==> src/rtl/tile_game_ctrl.sv <==
// Tile-tapping game controller: six-row scrolling tile buffer, lane-button scoring,
// speed ramp with score, and per-pixel classification of unhit/hit tiles.
module tile_game_ctrl #(
    parameter int ROW_H    = 96,
    parameter int LANE_W   = 160,
    parameter int SPD_STEP = 16,
    parameter int SPD_MAX  = 6
) (
    input  logic       clk,
    input  logic       reset,
    input  logic       start,
    input  logic [3:0] btn,
    input  logic       frame_tick,
    input  logic [9:0] x_loc,
    input  logic [9:0] y_loc,
    input  logic       video_on,
    output logic       tile_px,
    output logic       hit_px,
    output logic [1:0] state,
    output logic [9:0] score
);

    typedef enum logic [1:0] {
        IDLE = 2'b00,
        PLAY = 2'b01,
        OVER = 2'b10
    } state_t;

    localparam logic [9:0]  SCORE_MAX  = 10'd999;
    localparam logic [9:0]  ROW_H_V    = 10'(ROW_H);
    localparam logic [9:0]  SPD_STEP_V = 10'(SPD_STEP);
    localparam logic [9:0]  SPD_MAX_V  = 10'(SPD_MAX);
    localparam logic [15:0] LFSR_SEED  = 16'hACE1;

    state_t          state_q, state_d;
    logic [9:0]      score_q, score_d;
    logic [9:0]      off_q, off_d;
    logic [5:0]      valid_q, valid_d;
    logic [5:0]      hit_q, hit_d;
    logic [5:0][1:0] lane_q, lane_d;
    logic [15:0]     lfsr_q, lfsr_d;
    logic [3:0]      btn_q, btn_d;

    logic [9:0]      level;
    logic [9:0]      speed;
    logic [9:0]      sum;
    logic [3:0]      btn_edge;
    logic            target_ok;
    logic [2:0]      target_idx;
    logic            hit_now;
    logic            miss;
    logic            shift;
    logic [5:0]      hit_flags;

    logic [11:0]     y_rel;
    logic            pix_row_ok;
    logic [2:0]      pix_row;
    logic [1:0]      pix_lane;
    logic [10:0]     x_lo;
    logic            pix_on;

    assign state = state_q;
    assign score = score_q;

    always_comb begin
        level = score_q / SPD_STEP_V;
        speed = (level >= SPD_MAX_V) ? SPD_MAX_V : level + 10'd1;
    end

    always_comb begin
        state_d    = state_q;
        score_d    = score_q;
        off_d      = off_q;
        valid_d    = valid_q;
        hit_d      = hit_q;
        lane_d     = lane_q;
        btn_d      = btn;
        lfsr_d     = {lfsr_q[0] ^ lfsr_q[2] ^ lfsr_q[3] ^ lfsr_q[5], lfsr_q[15:1]};
        btn_edge   = btn & ~btn_q;
        target_ok  = 1'b0;
        target_idx = 3'd0;
        hit_now    = 1'b0;
        miss       = 1'b0;
        shift      = 1'b0;
        hit_flags  = hit_q;
        sum        = off_q + speed;

        // Ascending scan leaves the lowest-on-screen (highest index) eligible row as target.
        for (int k = 1; k < 6; k++) begin
            if (valid_q[k] && !hit_q[k]) begin
                target_ok  = 1'b1;
                target_idx = 3'(k);
            end
        end

        case (state_q)
            IDLE, OVER: begin
                if (start) begin
                    state_d = PLAY;
                    score_d = '0;
                    off_d   = '0;
                    valid_d = '0;
                    hit_d   = '0;
                    lane_d  = '0;
                end
            end
            PLAY: begin
                if (btn_edge != 4'd0 && target_ok) begin
                    if ($onehot(btn_edge) && btn_edge[lane_q[target_idx]]) begin
                        hit_now = 1'b1;
                    end else begin
                        miss = 1'b1;
                    end
                end
                if (hit_now) begin
                    hit_flags[target_idx] = 1'b1;
                end
                if (frame_tick && sum >= ROW_H_V) begin
                    shift = 1'b1;
                end
                // The departing row is judged after this cycle's hit has been applied.
                if (shift && valid_q[5] && !hit_flags[5]) begin
                    miss = 1'b1;
                end

                if (miss) begin
                    state_d = OVER;
                end else begin
                    hit_d = hit_flags;
                    if (frame_tick) begin
                        off_d = shift ? sum - ROW_H_V : sum;
                    end
                    if (shift) begin
                        valid_d = {valid_q[4:0], 1'b1};
                        hit_d   = {hit_flags[4:0], 1'b0};
                        lane_d  = {lane_q[4:0], lfsr_q[1:0]};
                    end
                    if (hit_now && score_q != SCORE_MAX) begin
                        score_d = score_q + 10'd1;
                    end
                end
            end
            default: state_d = IDLE;
        endcase
    end

    always_ff @(posedge clk or posedge reset) begin
        if (reset) begin
            state_q <= IDLE;
            score_q <= '0;
            off_q   <= '0;
            valid_q <= '0;
            hit_q   <= '0;
            lane_q  <= '0;
            lfsr_q  <= LFSR_SEED;
            btn_q   <= '0;
        end else begin
            state_q <= state_d;
            score_q <= score_d;
            off_q   <= off_d;
            valid_q <= valid_d;
            hit_q   <= hit_d;
            lane_q  <= lane_d;
            lfsr_q  <= lfsr_d;
            btn_q   <= btn_d;
        end
    end

    // Offsetting y by one row height keeps the partially visible row 0 non-negative.
    always_comb begin
        y_rel      = {2'b00, y_loc} + 12'(ROW_H) - {2'b00, off_q};
        pix_row_ok = 1'b0;
        pix_row    = 3'd0;
        for (int k = 0; k < 6; k++) begin
            if (y_rel >= 12'(k * ROW_H) && y_rel < 12'((k + 1) * ROW_H)) begin
                pix_row_ok = 1'b1;
                pix_row    = 3'(k);
            end
        end
        pix_lane = lane_q[pix_row];
        x_lo     = 11'(pix_lane) * 11'(LANE_W);
        pix_on   = video_on && (state_q != IDLE) && (y_loc < 10'd480) && pix_row_ok &&
                   valid_q[pix_row] && ({1'b0, x_loc} >= x_lo) &&
                   ({1'b0, x_loc} < x_lo + 11'(LANE_W));
        tile_px  = pix_on && !hit_q[pix_row];
        hit_px   = pix_on && hit_q[pix_row];
    end

endmodule

==> config.mk <==
export PLATFORM = sky130hd
export DESIGN_NAME = tile_game_ctrl
export DESIGN_NICKNAME = d
export VERILOG_FILES = /design/src/rtl/tile_game_ctrl.sv
export SDC_FILE = /design/constraint.sdc
export NUM_CORES = 1
export LEC_CHECK = 0
export ABC_AREA = 1
export BUFFER_PORTS_ARGS = -buffer_cell sky130_fd_sc_hd__buf_2
export CAP_MARGIN = 10
export CORE_MARGIN = 3
export CORE_UTILIZATION = 61
export CTS_CLUSTER_DIAMETER = 150
export DETAILED_ROUTE_END_ITERATION = 8
export GPL_TIMING_DRIVEN = 0
export HOLD_SLACK_MARGIN = 0.12
export PLACE_DENSITY = 0.87
export SYNTH_ARGS = -nofsm -noshare
export SYNTH_HDL_FRONTEND = slang
export SYNTH_SLANG_ARGS = --single-unit
==> constraint.sdc <==
create_clock -name clk -period 6.7 [get_ports clk]
set_clock_uncertainty 0.05 [all_clocks]
set_input_delay 1.005 -clock clk [delete_from_list [all_inputs] [get_ports clk]]
set_output_delay 1.005 -clock clk [all_outputs]
set_load 0.05 [all_outputs]
==> summary.md, run 1 <==
| Metric | Value |
|---|---|
| Power Density | `465 mW/mm^2` |
| Worst skew pair latency | `350 ps` |
| Total power | `2.76 mW` |
| Worst-Margin Slew | `840 ps` |
| Starting Density | `63.2%` |
| Delay-heaviest family, CP | `simple AND/OR/NAND/NOR gates` |
| Largest net degree at the start of global routing | `38` |
| # IOs | `43` |
| Crit share post-route | `94.6%` |
| Area of the multi-input gates | `0.00307 sq mm` |
| Avg Inst Size Synth | `6.98 sq um` |
| Outcome | `complete, no violations` |
| DRC | `0` |
| Number of global-route vias before repair | `5059` |
| HPWL Detailed | `9520 um` |
| Layout cells sized above 1 | `15.1%` |
| Worst EP arrival | `5280 ps` |
| Max Freq | `158 MHz` |
| Netlist Area Pre-Place | `0.00525 sq mm` |
| Share of the synthesized area in the top cell type | `27.7%` |
| Sequential element share of the synthesized area | `31.7%` |
| YS warnings | `0` |
| Initial antenna violation count | `0` |
| Slowest library cell on the worst path | `fa_1` |
| IO buf count | `42` |
| WL/cell | `13.7 um` |
| Hold Vio Cnt, Final | `0` |
| CTS max path bufs | `2` |
| Most frequent cells after synthesis | `227 x nand2_1, 113 x inv_1, 90 x nand3_1, 72 x nor2_1, 58 x dfrtp_1` |
| Final setup fails | `0` |
| DP Area | `0.00562 sq mm` |
| Die X | `98.8 um` |
| GR Util met1 | `33.1%` |
| Min Hold Slack | `309 ps` |
| R2R cell count | `19` |
| Crit-path max cell delay | `570 ps` |
| Largest cells by area after synthesis | `dfrtp_1 28%, nand2_1 16%, ha_1 10%` |
| H-Tree Depth | `3` |
| Slew margin rel. | `43.6%` |
| Fin nets | `893` |
| Vias | `5122` |
| Placed cell count | `903` |
| Ys flop type | `dfrtp_1` |
| Die height | `98.8 um` |
| Most numerous cell in the Yosys netlist | `nand2_1` |
| Sequential cell area | `0.00166 sq mm` |
| Global placement routability congestion | `0.969` |
| WP buf/inv | `5` |
| Tot GR Track Use | `26.8%` |
| Total gr overflow | `0` |
| CTS tree | `yes` |
| Antenna Cells | `0` |
| FILL cells | `682` |
| Row cnt | `33` |
| Post-synth EDFFs | `0` |
| First-pass GRT wire length | `21500 um` |
| Pleak | `3.30 nW` |
| Met2 GRT Util | `44.1%` |
| Synth area leader | `dfrtp_1` |
| CTS buffer count | `9` |
| Req. time, crit path | `5640 ps` |
| Hold Path Class | `flip-flop to flip-flop` |
| Final core utilization | `71.4%` |
| Core box area | `0.00830 sq mm` |
| Clock transition at path regs | `80 ps` |
| Die area | `0.00975 sq mm` |
| Via-to-Cell Ratio | `5.53` |
| Antenna-violating nets left | `0` |
| Clock Sinks | `66` |
| Syn-to-layout area delta | `13.0%` |
| CP max FO | `10` |
| Synthesized flop and latch total | `66` |
| CP Class | `primary input to primary output` |
| DR pass1 iterations | `6` |
| Crit. path cell count | `29` |
| Final instance area | `0.00593 sq mm` |
| Most Crowded Layer GR | `met2` |
| Drt initial violations | `335` |
| Max-cap viol count | `0` |
| Worst hold stages | `0` |
| Crit start category | `primary input` |
| Final Routed Wirelength | `12700 um` |
| CTS root buffer | `clkbuf_8` |
| Slew Viols, Final | `0` |
| Ys async rst share | `100%` |
| Clock period minus worst slack | `6340 ps` |
| Maximum VDD drop | `360 uV` |
| Met3 usage | `4.53%` |
| Post-Layout Cell Count | `926` |
| Critical path endpoint category | `primary output` |
| Synth unique cells | `41` |
| Synth Instances | `752` |
-- repair_timing --
| item | CTS | global route |
|---|---|---|
| buffers inserted | 0 | 7 |
| hold buffers | 0 | 0 |
| setup endpoints to repair | 0 | 2 |
| gates resized for setup | 0 | 13 |
-- state kept, by name, indices dropped and copies added (netlist names) --
name and flops:
lfsr_q 16, lane_q 12, off_q 10, score 10
hit_q 6, valid_q 6, btn_q 4, state 2
-- metal layers --
layer,up-vias,routed length [um]
met5,-,0
met4,0,449
met3,45,971
met2,209,6050
met1,2374,5200
li1,2494,-
-- cell type report --
| cell class | count | share of cell area [%] |
|---|---|---|
| Clock buffer | 10 | 2.32 |
| Inverter | 120 | 7.60 |
| Buffer | 14 | 1.92 |
| Multi-Input combinational cell | 555 | 51.8 |
| Tap cell | 105 | 2.22 |
| Timing Repair Buffer | 50 | 4.92 |
| Clock inverter | 6 | 1.22 |
| Sequential cell | 66 | 28.0 |
-- report_power, final --
part,switching (mW),internal (mW),total (mW)
registers,0.0445,0.443,0.488
clock network,0.168,0.186,0.354
logic,1.27,0.650,1.92
total,1.48,1.28,2.76
-- cell usage in the layout (no fill, tap or decap), types with 12 or more instances in the layout --
cell type	netlist	final
nand2_1	227	227
inv_1	113	112
nand3_1	90	88
nor2_1	72	72
dfrtp_1	58	58
ha_1	44	43
buf_2	1	41
a21oi_1	16	15
nand4_1	13	13
xor2_1	12	12
-- final timing paths --
path	start	endpoint	slack [ps]
min	lfsr_q[11]$_DFF_PP1_	lfsr_q[10]$_DFF_PP1_	310
max reg2reg	score[4]$_DFFE_PP0P_	off_q[6]$_DFFE_PP0P_	3110
min reg2reg	lfsr_q[11]$_DFF_PP1_	lfsr_q[10]$_DFF_PP1_	310
min in group asynchronous	reset	score[1]$_DFFE_PP0P_	670
max in group asynchronous	reset	lfsr_q[0]$_DFF_PP1_	5260
max	y_loc[8]	tile_px	360
-- worst reg2reg max path, delay by kind of cell, from the launching register on --
family                   cells  cell delay, ps
adder cells (fa/ha/maj)      3             820
flip-flops                   1             460
AND/OR/NAND/NOR             11            1510
buffers and inverters        2             140
AO/OA/AOI/OAI                3             560
-- logic make-up (layout without fill, tap and decap cells) --
kind of cell / after synthesis / after routing / synth area share [%]
AO/OA/AOI/OAI: 47 / 47 / 5.34
adder cells (fa/ha/maj): 48 / 48 / 12.0
XOR/XNOR: 19 / 19 / 3.17
AND/OR/NAND/NOR: 437 / 437 / 37.0
buffers and inverters: 134 / 200 / 10.8
flip-flops: 66 / 66 / 31.7
other: 1 / 4 / 0.0715
-- through the flow --
stage | setup TNS, ps | setup WS (ps)
4_1_cts | 0 | 151
3_5_place_dp | 0 | 161
5_1_grt | -69.7 | -41.3
3_3_place_gp | 0 | 316
2_1_floorplan | 0 | 513
6_report | 0 | 361
Power figures use the tool's default switching activity.
==> run 2: changes to the inputs <==
ABC_AREA = default   (was 1)
CORE_ASPECT_RATIO = 1.75   (was default)
GPL_ROUTABILITY_DRIVEN = 0   (was default)
==> run 2 against run 1 <==
Compared with the run above:
- the run now ends with setup timing left
- total power down 3.0%
- sequential power up 12%
- wire length up 7.4%
- synthesized area down 7.5%
- cell area up 0.17%
- register-to-register slack worse by 1200 ps
- combinational power down 14%
- fmax down 12%
- synthesized cell count down 32%
- non-clock buffer count up 5
- critical endpoint is now hit_px
- highest routed layer unchanged
==> summary.md, run 2 <==
| Metric | Value |
|---|---|
| Failing checks | `setup timing` |
| FILL cells | `487` |
| Crit start category | `primary input` |
| Ys flop type | `dfrtp_1` |
| Outcome | `finished with violations` |
| Antenna-violating nets left | `0` |
| Synth unique cells | `75` |
| Slew Viols, Final | `0` |
| Synth Instances | `509` |
| CTS root buffer | `clkbuf_16` |
| Worst skew pair latency | `340 ps` |
| Hold Path Class | `flip-flop to flip-flop` |
| Pre-CTS WS | `-1010 ps` |
| Min Hold Slack | `307 ps` |
| CTS buffer count | `9` |
| Biggest register | `lfsr_q` |
| HPWL Detailed | `9380 um` |
| CP max FO | `10` |
| Slew margin rel. | `56.3%` |
| Layout cells sized above 1 | `24.3%` |
| Crit-path max cell delay | `460 ps` |
| RSZ-0062 raised after global routing | `true` |
| Worst-Margin Slew | `655 ps` |
| Req. time, crit path | `5640 ps` |
| First-pass GRT wire length | `21500 um` |
| Crit share post-route | `108%` |
| Vias | `4518` |
| WL/cell | `20.3 um` |
| Share of the synthesized area in the top cell type | `29.9%` |
| Number of global-route vias before repair | `4578` |
| Row cnt | `42` |
| Via-to-Cell Ratio | `6.72` |
| Commonest non-fill, non-tap cells in the layout | `58 x dfrtp_1, 43 x buf_2, 38 x ha_1, 34 x inv_1, 26 x nand2_1` |
| Hold buffers post-CTS | `0` |
| Core box area | `0.00767 sq mm` |
| Most Frequent Cell on Critical Path | `ha_1` |
| Placed cell count | `643` |
| Tot GR Track Use | `30.5%` |
| CTS max path bufs | `2` |
| Largest register FFs | `16` |
| Post-synth EDFFs | `0` |
| Crit path cell chain | `buf_2 > ha_1 > ha_1 > o211ai_1 > o21ai_2 > xor2_2 > a2111oi_0 > and3_2 > or2_4 > nor2b_1 > a2bb2oi_2 > ha_1 > ha_1 > nor2b_1 > o21a_1 > o21a_1 > o21ai_1 > o311ai_1 > a221o_1 > and4b_4 > buf_8` |
| Max Freq | `138 MHz` |
| Netlist Area Pre-Place | `0.00486 sq mm` |
| Avg Inst Size Synth | `9.54 sq um` |
| Final Routed Wirelength | `13600 um` |
| Worst EP arrival | `6190 ps` |
| Drt initial violations | `264` |
| Die X | `73.4 um` |
| Syn-to-layout area delta | `22.3%` |
| Leading cell type in the layout, fill and taps excluded | `dfrtp_1` |
| Ys async rst share | `100%` |
| Synthesized flop and latch total | `66` |
| H-Tree Depth | `3` |
| Max-cap viol count | `0` |
| DRC | `0` |
| Area of the multi-input gates | `0.00331 sq mm` |
| CTS tree | `yes` |
| Sequential element share of the synthesized area | `34.2%` |
| Worst setup margin | `-545 ps` |
| Regs by FF count | `lfsr_q: 16 flops, lane_q: 12 flops` |
| Largest net degree at the start of global routing | `39` |
| Starting Density | `63.3%` |
| Clock transition at path regs | `50 ps` |
| Final setup fails | `2` |
| Die area | `0.00911 sq mm` |
| Clock period minus worst slack | `7240 ps` |
| CP Class | `primary input to primary output` |
| Clock Sinks | `66` |
| Sequential cell area | `0.00166 sq mm` |
| Initial antenna violation count | `0` |
| Slowest library cell on the worst path | `a2111oi_0` |
| IO buf count | `42` |
| Die height | `124 um` |
| Power Density | `451 mW/mm^2` |
| Critical path endpoint category | `primary output` |
| Post-Layout Cell Count | `672` |
| Final TNS setup | `-1070 ps` |
| Total gr overflow | `0` |
| Most frequent cells after synthesis | `58 x dfrtp_1, 44 x ha_1, 38 x inv_1, 26 x nand2_1, 24 x o21ai_0` |
| Maximum VDD drop | `287 uV` |
| Largest cells by area after synthesis | `dfrtp_1 30%, ha_1 11%, dfstp_2 4.3%` |
| Hold Vio Cnt, Final | `0` |
| # IOs | `43` |
| Fin nets | `656` |
| Antenna Cells | `0` |
| DR pass1 iterations | `5` |
| Synth area leader | `dfrtp_1` |
| YS warnings | `0` |
| Pleak | `2.66 nW` |
| Most numerous cell in the Yosys netlist | `dfrtp_1` |
==> run 2: path summary, 6_finish.rpt <==
check | cells past startpoint | endpoint | slack, ps | from
setup / recovery | 21 | hit_px | -540 | y_loc[3]
hold / removal | 0 | lfsr_q[6]$_DFF_PP1_ | 310 | lfsr_q[7]$_DFF_PP1_
setup reg to reg | 18 | lane_q[4]$_DFFE_PP0P_ | 1910 | score[4]$_DFFE_PP0P_
hold reg to reg | 0 | lfsr_q[6]$_DFF_PP1_ | 310 | lfsr_q[7]$_DFF_PP1_
max in group asynchronous | 3 | lfsr_q[0]$_DFF_PP1_ | 5200 | reset
min in group asynchronous | 2 | score[8]$_DFFE_PP0P_ | 710 | reset
==> run 2: metal layers <==
metal	wire, um	GRT usage, %
met4	622	15.4
met1	4840	32.1
met5	0	0
met2	7510	56.8
met3	637	4.77
==> run 2: layout make-up <==
| cell class | count | share of cell area [%] |
|---|---|---|
| clock buffers | 9 | 3.79 |
| multi-input cells | 395 | 55.7 |
| plain buffers | 11 | 0.906 |
| clock inverters | 7 | 1.18 |
| flip-flops and latches | 66 | 28.0 |
| well taps | 88 | 1.85 |
| inverters | 38 | 2.40 |
| repair buffers | 58 | 6.15 |
==> run 2: worst max-delay path, delay by kind of cell <==
family	cells	cell delay, ps
AOI/OAI and AO/OA	9	2150
and+or+nand+nor	5	1430
buffers and inverters	2	250
adders and majority gates	4	1140
xor gates and xnor gates	1	220
==> run 2: what timing repair did <==
action,CTS,global route
setup buffers,12,3
endpoints found under the setup margin,2,2
gates resized for setup,34,7
pin swaps,18,4
==> run 2: stage by stage <==
| stage | power (mW) | area [sq um] | utilization [%] |
|---|---|---|---|
| 3_5_place_dp | 1.92 | 5320 | 69.3 |
| 5_1_grt | 2.82 | 5940 | 77.4 |
| 3_3_place_gp | 1.86 | 5300 | 69.0 |
| 2_1_floorplan | 1.62 | 4980 | - |
| 6_report | 2.68 | 5940 | 77.4 |
| 4_1_cts | 2.56 | 5880 | 76.6 |
==> run 2: where the power goes <==
part / internal [mW] / switching (mW) / leakage (nW)
Combinational: 0.686 / 0.976 / 1.65
Sequential: 0.462 / 0.0861 / 0.861
Clock: 0.287 / 0.180 / 0.145
Total: 1.44 / 1.24 / 2.66
==> run 2: kinds of logic (layout without fill, tap and decap cells) <==
group	after synthesis	count (layout)	synth area share [%]
adders and majority gates	48	48	13.0
and+or+nand+nor	147	147	17.0
buffers and inverters	51	123	4.20
muxes	16	16	3.45
AOI/OAI and AO/OA	164	164	25.2
DFF	66	66	34.2
other	1	4	0.0772
xor gates and xnor gates	16	16	2.89
==> run 3: changes to the inputs <==
PLACE_DENSITY = 0.81   (was 0.87)
==> run 3 against run 2 <==
Compared with the run above:
- setup slack better by 98 ps
- combinational power is essentially flat
- highest routed layer unchanged
- count of clock-buffer cells in the layout is 1 higher
- the flow still finishes with violations (setup timing)
- cell area increased by 0.44%
- sequential power is essentially flat
- register-to-register slack worse by 60 ps
- utilization grew 0.34 points
- critical endpoint unchanged
==> summary.md, run 3 (synthesized netlist as in run 2, its figures left out) <==
| Metric | Value |
|---|---|
| Min Hold Slack | `306 ps` |
| DRC | `0` |
| # IOs | `43` |
| Slew Viols, Final | `0` |
| Worst EP arrival | `6090 ps` |
| Commonest non-fill, non-tap cells in the layout | `58 x dfrtp_1, 43 x buf_2, 39 x ha_1, 34 x inv_1, 26 x nand2_1` |
| H-Tree Depth | `3` |
| Max Freq | `140 MHz` |
| Power Density | `445 mW/mm^2` |
| Worst-Margin Slew | `773 ps` |
| Antenna-violating nets left | `0` |
| Final instance area | `0.00597 sq mm` |
| Regs by FF count | `lfsr_q: 16 flops, lane_q: 12 flops` |
| Number of global-route vias before repair | `4213` |
| Failing checks | `setup timing` |
| Clock Sinks | `66` |
| Critical path endpoint category | `primary output` |
| HP Start | `lfsr_q[4]$_DFF_PP0_` |
| Slowest library cell on the worst path | `a2111oi_1` |
| Hold buffers post-CTS | `0` |
| R2R cell count | `15` |
| Syn-to-layout area delta | `22.9%` |
| Largest net degree at the start of global routing | `37` |
| Req. time, crit path | `5640 ps` |
| Starting Density | `63.3%` |
| CTS root buffer | `clkbuf_16` |
| Core box area | `0.00767 sq mm` |
| Maximum VDD drop | `256 uV` |
| Max-cap viol count | `0` |
| HPWL Detailed | `8870 um` |
| Die area | `0.00911 sq mm` |
| CTS tree | `yes` |
| Worst setup margin | `-447 ps` |
| Worst Setup SP | `y_loc[2]` |
| Via-to-Cell Ratio | `6.55` |
| CP Class | `primary input to primary output` |
| Worst hold stages | `0` |
| DP Area | `0.00532 sq mm` |
| CTS buffer count | `9` |
| Hold Vio Cnt, Final | `0` |
| Crit share post-route | `107%` |
| RSZ-0062 raised after global routing | `true` |
| Total gr overflow | `0` |
| Hold Path Class | `flip-flop to flip-flop` |
| Worst skew pair latency | `330 ps` |
| IO buf count | `42` |
| Final Routed Wirelength | `12500 um` |
| FF-to-FF Start | `score[4]$_DFFE_PP0P_` |
| Largest register FFs | `16` |
| Clock transition at path regs | `50 ps` |
| Tot GR Track Use | `27.7%` |
| Biggest register | `lfsr_q` |
| Final setup fails | `2` |
| Crit-path max cell delay | `390 ps` |
| Vias | `4444` |
| Pleak | `2.69 nW` |
| Initial antenna violation count | `0` |
| DR pass1 iterations | `5` |
| Leading cell type in the layout, fill and taps excluded | `dfrtp_1` |
| Slew margin rel. | `48.4%` |
| Die height | `124 um` |
| Drt initial violations | `252` |
| Crit start category | `primary input` |
| Most Frequent Cell on Critical Path | `ha_1` |
| Die X | `73.4 um` |
| CTS max path bufs | `2` |
| Outcome | `finished with violations` |
| Fin nets | `662` |
| Layout cells sized above 1 | `25.1%` |
| Antenna Cells | `0` |
| First-pass GRT wire length | `19500 um` |
| Row cnt | `42` |
| Clock period minus worst slack | `7150 ps` |
| CP max FO | `10` |
| WL/cell | `18.4 um` |
| Crit path cell chain | `buf_2 > ha_1 > ha_1 > a211oi_4 > o211a_1 > o211ai_1 > a2111oi_1 > and3_1 > clkbuf_4 > or2_4 > mux2i_2 > a2bb2oi_2 > ha_1 > ha_1 > nor2b_1 > o21a_1 > o21a_1 > o21ai_1 > o311ai_1 > a221o_1 > and4b_4 > buf_8` |
-- run 3: layer usage --
layer	share of wire (%)	routed length, um	global-route usage, %	up-vias
met4	4.6	572	15.9	0
met2	54	6710	49.1	160
li1	-	-	-	2070
met5	0	0	0	-
met3	4.3	541	3.07	53
met1	37	4650	31.3	2161
-- run 3: cell type report --
type,count,area (sq um)
timing repair buffer,63,407
sequential,66,1660
tap,88,110
clock inverter,6,65.1
multi-input combinational,395,3280
clock buffer,10,239
fill,513,1710
buffer,12,61.3
inverter,38,143
-- run 3: power by group --
part           total, mW  internal (mW)  switching [mW]
clock              0.470          0.298           0.172
combinational       1.63          0.700           0.935
sequential         0.549          0.462          0.0863
-- run 3: what timing repair did --
item,4_1_cts,5_1_grt
pin swaps,13,6
setup endpoints to repair,2,2
resized for setup,27,15
buffers inserted,13,7
-- run 3: critical path, delay by kind of cell --
family / cells / cell delay, ps
compound gates: 10 / 2160
fa+ha+maj: 4 / 1240
buf+inv: 3 / 460
mux: 1 / 280
simple gates: 4 / 910
-- run 3: final timing paths --
| kind | endpoint | slack (ps) |
|---|---|---|
| max | hit_px | -450 |
| max in group asynchronous | lfsr_q[0]$_DFF_PP1_ | 5150 |
| max reg2reg | hit_q[3]$_DFFE_PP0P_ | 1850 |
| min in group asynchronous | lfsr_q[9]$_DFF_PP0_ | 770 |
| min reg2reg | lfsr_q[3]$_DFF_PP0_ | 310 |
| min | lfsr_q[3]$_DFF_PP0_ | 310 |
-- run 3: metrics by stage --
stage,worst slack (ps),utilization [%],instances,total power [mW],TNS (ps)
floorplan,-96.5,-,512,1.62,-105
global placement,-976,69.0,642,1.87,-1800
detailed placement,-1120,69.3,643,1.92,-2080
CTS,-418,76.0,671,2.53,-813
global route,-630,77.8,678,2.83,-1260
finish,-447,77.8,678,2.65,-874
